[src/rtl/lpc_pkg.sv]
// Shared LPC constants and the autocorrelation reader FSM state type.
package lpc_pkg;

  localparam int unsigned NUM_LAGS  = 11;
  localparam int unsigned FRAME_LEN = 160;
  localparam int unsigned DATA_W    = 32;

  typedef enum logic [1:0] {
    StIdle,
    StFetch,
    StSend,
    StDone
  } ar_state_e;

endpackage

[src/rtl/autocorr_reader.sv]
// Reads R[0..NUM_LAGS-1] from the autocorrelation bank and streams them with valid/ready.
// Optional R[0]==0 early abort enabled by defining AUTOCORR_READER_ZERO_EN.
module autocorr_reader
  import lpc_pkg::*;
#(
  parameter int unsigned DATA_W   = lpc_pkg::DATA_W,
  parameter int unsigned NUM_LAGS = lpc_pkg::NUM_LAGS
) (
  input  logic                clk,
  input  logic                reset,
  input  logic                start,
  output logic [NUM_LAGS-1:0] rsel,
  input  logic [DATA_W-1:0]   rdata,
  output logic                out_valid,
  input  logic                out_ready,
  output logic [DATA_W-1:0]   out_data,
  output logic [3:0]          out_index,
  output logic                out_last,
  output logic                busy,
  output logic                done,
  output logic                zero_energy
);

  localparam int unsigned KW = (NUM_LAGS > 1) ? $clog2(NUM_LAGS) : 1;
  localparam logic [KW-1:0] LastK = KW'(NUM_LAGS - 1);

  ar_state_e         state_q, state_d;
  logic [KW-1:0]     k_q, k_d;
  logic [DATA_W-1:0] data_q;
  logic [3:0]        index_q;
  logic              last_q;
  logic              zero_hit;

`ifdef AUTOCORR_READER_ZERO_EN
  logic zero_q;
  assign zero_hit    = (k_q == '0) && (rdata == '0);
  assign zero_energy = (state_q == StDone) && zero_q;
`else
  assign zero_hit    = 1'b0;
  assign zero_energy = 1'b0;
`endif

  assign out_data  = data_q;
  assign out_index = index_q;
  assign out_last  = last_q;

  always_comb begin
    state_d   = state_q;
    k_d       = k_q;
    rsel      = '0;
    out_valid = 1'b0;
    busy      = 1'b1;
    done      = 1'b0;
    unique case (state_q)
      StIdle: begin
        busy = 1'b0;
        if (start) begin
          state_d = StFetch;
          k_d     = '0;
        end
      end
      StFetch: begin
        for (int unsigned i = 0; i < NUM_LAGS; i++) begin
          rsel[i] = (k_q == KW'(i));
        end
        state_d = StSend;
      end
      StSend: begin
        out_valid = 1'b1;
        if (out_ready) begin
          // last_q also covers the zero-energy abort after lag 0
          if (last_q) begin
            state_d = StDone;
          end else begin
            k_d     = k_q + KW'(1);
            state_d = StFetch;
          end
        end
      end
      StDone: begin
        done    = 1'b1;
        state_d = StIdle;
      end
      default: state_d = StIdle;
    endcase
  end

  always_ff @(posedge clk or negedge reset) begin
    if (!reset) begin
      state_q <= StIdle;
      k_q     <= '0;
      data_q  <= '0;
      index_q <= '0;
      last_q  <= 1'b0;
    end else begin
      state_q <= state_d;
      k_q     <= k_d;
      if (state_q == StFetch) begin
        data_q  <= rdata;
        index_q <= 4'(k_q);
        last_q  <= (k_q == LastK) || zero_hit;
      end
    end
  end

`ifdef AUTOCORR_READER_ZERO_EN
  always_ff @(posedge clk or negedge reset) begin
    if (!reset) begin
      zero_q <= 1'b0;
    end else if (state_q == StFetch) begin
      zero_q <= zero_hit;
    end
  end
`endif

endmodule

[config.mk]
export PLATFORM = sky130hd
export DESIGN_NAME = autocorr_reader
export DESIGN_NICKNAME = d
export VERILOG_FILES = /design/src/rtl/lpc_pkg.sv /design/src/rtl/autocorr_reader.sv
export SDC_FILE = /design/constraint.sdc
export NUM_CORES = 1
export LEC_CHECK = 0
export CAP_MARGIN = 10
export CORE_ASPECT_RATIO = 0.75
export CORE_MARGIN = 3
export CORE_UTILIZATION = 37
export CTS_CLUSTER_DIAMETER = 30
export CTS_CLUSTER_SIZE = 10
export DETAILED_ROUTE_END_ITERATION = 10
export GPL_TIMING_DRIVEN = 0
export MAX_ROUTING_LAYER = met4
export PLACE_DENSITY = 0.87
export SYNTH_ARGS = -nofsm -noshare
export SYNTH_HDL_FRONTEND = slang
export SYNTH_SLANG_ARGS = --single-unit
[constraint.sdc]
create_clock -name clk -period 1.2 [get_ports clk]
set_input_delay 0.18 -clock clk [delete_from_list [all_inputs] [get_ports clk]]
set_output_delay 0.18 -clock clk [all_outputs]
set_load 0.02 [all_outputs]
==> results.json <==
{
  "max-clock-path-buffers": 2,
  "cp-end-kind": "primary output",
  "post-route-period-util": 1.34,
  "fin_area_um2": 3140,
  "final_net_count": 356,
  "clock_sinks": 43,
  "seq_area_um2": 1080,
  "worstReg2RegEnd": "k_q[2]$_DFFE_PN0P_",
  "synth_top_area_frac": 0.561,
  "p_leak_nw": 1.59,
  "switching_share": 0.424,
  "cts_tree": "built",
  "grt_max_degree": 24,
  "yosys_warnings": 0,
  "synth_top_cell_by_area": "dfrtp_1",
  "finalWorstSetupSlack_ns": -0.413,
  "cp.required_ns": 1.02,
  "core_um2": 4950,
  "finalSetupViolCount": 19,
  "synth_area_per_cell_um2": 9.27,
  "drt_iter0_drc": 38,
  "crit_type": "reg -> out",
  "dp_slack_ns": -0.685,
  "setup_tns_ns": -5.54,
  "power_density_nw_per_um2": 2390,
  "status": "finished, violations left",
  "postSynthCellCount": 207,
  "start_kind": "register",
  "critPathCapture": "rsel[3]",
  "crit_start": "state_q[1]$_DFFE_PN0P_",
  "layout-drive-gt1-share": 0.297,
  "drt_first_pass_iters": 4,
  "multi_input_area_um2": 837,
  "worstMarginPinSlew_ns": 0.519,
  "totalWireLength_mm": 5.20,
  "dr_total_vias": 1743,
  "clock_latency_ns": 0.29,
  "fin_worst_skew_ns": 0.00402,
  "ant_nets": 0,
  "grt_pass1_wl_mm": 7.58,
  "place_congestion": 0.716,
  "die-height_um": 68.4,
  "clk_pin_slew_worst_paths_ns": 0.09,
  "power.internal_mw": 4.32,
  "io_pins": 88,
  "p_sw_mw": 3.18,
  "start_util": 0.387,
  "cts_root_buf": "clkbuf_8",
  "synth_ff_type": "dfrtp_1",
  "port_buffers": 86,
  "fillers": 415,
  "synth-seq-area-share": 0.561,
  "syn_to_final_growth_pct": 63.5,
  "diodes": 0,
  "r2r_cells": 5,
  "synth_nets": 247,
  "fin_crit_ns": 1.61,
  "place_hpwl_mm": 3.70,
  "viasPerCell": 4.62,
  "p_comb_frac": 0.545,
  "synth_area_um2": 1920,
  "yosysMostFrequentCell": "nand2_1",
  "irDropWorstVdd_mv": 1.13,
  "violations": "negative setup slack",
  "yosys_register_bits": 43,
  "grt_overflow_total": 0,
  "die-area_um2": 6090,
  "synth_edf_count": 0,
  "drcViolationCount": 0,
  "antenna_found_initial": 0,
  "slew-limit-headroom": 0.654,
  "async_flop_share": 1.00,
  "cts_max_level": 2,
  "max_freq_ghz": 0.620,
  "worstPathMaxFanout": 4,
  "synth_cell_types": 26,
  "worstReg2RegStart": "k_q[0]$_DFFE_PN0P_",
  "maxSlewViolCount": 0,
  "grt_pass1_vias": 1594,
  "ff2ff_setup_slack_ns": -0.23,
  "rows": 22,
  "cap_violations": 0,
  "numCtsBuffers": 5,
  "rsz0062_at_grt": "true",
  "hold_class": "in -> async",
  "grt.total_usage": 0.168,
  "crit_arrival_ns": 1.43,
  "synth_common_cells": "nand2_1 (107), dfrtp_1 (43), and2_1 (12)",
  "placed_cell_area_um2": 2900,
  "clkPwrFrac": 0.126,
  "die_x_um": 89.1,
  "synth.area.top_cells": "dfrtp_1 (56%), nand2_1 (21%), and2_1 (3.9%)",
  "wl_per_cell_um": 13.8,
  "power_frac_seq": 0.329,
  "hold_viol": 0
}
[worst min-delay path by stage]
stage                                   startpoint                       end  slack, ns  cells after the start
after detailed placement                     reset   out_data[8]$_DFFE_PN0P_       0.18                      1
final                                        reset   out_data[8]$_DFFE_PN0P_       0.38                      2
after floorplan                              reset        k_q[0]$_DFFE_PN0P_      -0.12                      0
after CTS                                    reset   out_data[8]$_DFFE_PN0P_       0.39                      2
after global routing                         reset   out_data[8]$_DFFE_PN0P_       0.41                      2
after global placement    out_data[20]$_DFFE_PN0P_  out_data[20]$_DFFE_PN0P_       0.46                      2
[metal layers]
metal  GRT usage  up-vias  part of all wire
met5           -        -                 0
met4      0.0390        0             0.011
met3      0.0542        6             0.065
met2       0.267       58              0.50
met1       0.211      823              0.42
li1            -      856                 -
[layout by cell type (no fill, tap or decap), types with 2 or more instances in the layout]
master,count
buf_6,23
buf_4,14
nand2_1,107
nor2_1,2
clkdlybuf4s15_1,18
clkbuf_8,5
and2_4,9
dfrtp_2,3
mux2_4,2
dfrtp_1,40
ha_1,2
inv_2,2
and2_1,3
clkdlybuf4s50_1,34
ha_4,2
nand2b_4,2
clkdlybuf4s15_2,2
a22o_1,5
clkinvlp_4,2
buf_2,3
nor3b_4,2
clkbuf_2,17
[critical path, cell delays in order, from the launching register on]
cell      delay (ns)
dfrtp_1         0.38
nand2b_4        0.18
nor3_4          0.26
and2_1          0.19
buf_6           0.12
[power groups by stage]
stage	Clock, mW	Combinational, mW	Sequential, mW
floorplan	0	1.45	3.16
global placement	0	3.85	2.47
detailed placement	0	3.96	2.51
CTS	0.977	4.00	2.46
global route	1.06	4.47	2.56
finish	0.945	4.09	2.47
[cell families after synthesis]
group           synth area share
simple gates               0.308
mux                       0.0170
compound gates            0.0404
other cells              0.00196
flops                      0.561
buf+inv                   0.0457
fa+ha+maj                 0.0261
[metrics by stage]
step                hold WS, ns  total power, mW  std cells   util
finish                    0.378             7.50        377  0.633
floorplan                -0.116             4.60        207      -
global placement          0.457             6.32        353  0.581
CTS                       0.388             7.43        372  0.629
global route              0.408             8.08        377  0.633
detailed placement        0.183             6.47        354  0.585
[final cells by class]
cell class / instances / area share
sequential: 43 / 0.344
clock buffer: 5 / 0.0219
tap: 60 / 0.0239
clock inverter: 3 / 0.00758
buffer: 10 / 0.0315
timing repair buffer: 103 / 0.302
inverter: 2 / 0.00239
multi-input combinational: 151 / 0.267
[registers in the layout (all words and copies together), names as in the netlist]
register	count
k_q	4
out_index	4
out_data	32
state_q	2
out_last	1
[timing repair]
| action | in CTS | in global routing |
|---|---|---|
| endpoints found under the setup margin | 80 | 89 |
| pin swaps | 14 | 12 |
| hold buffers | 1 | 0 |
| endpoints found under the hold margin | 20 | 0 |
| gates resized for setup | 147 | 57 |
| setup buffers | 9 | 7 |
Note: power is estimated with default switching activity, not from simulation.
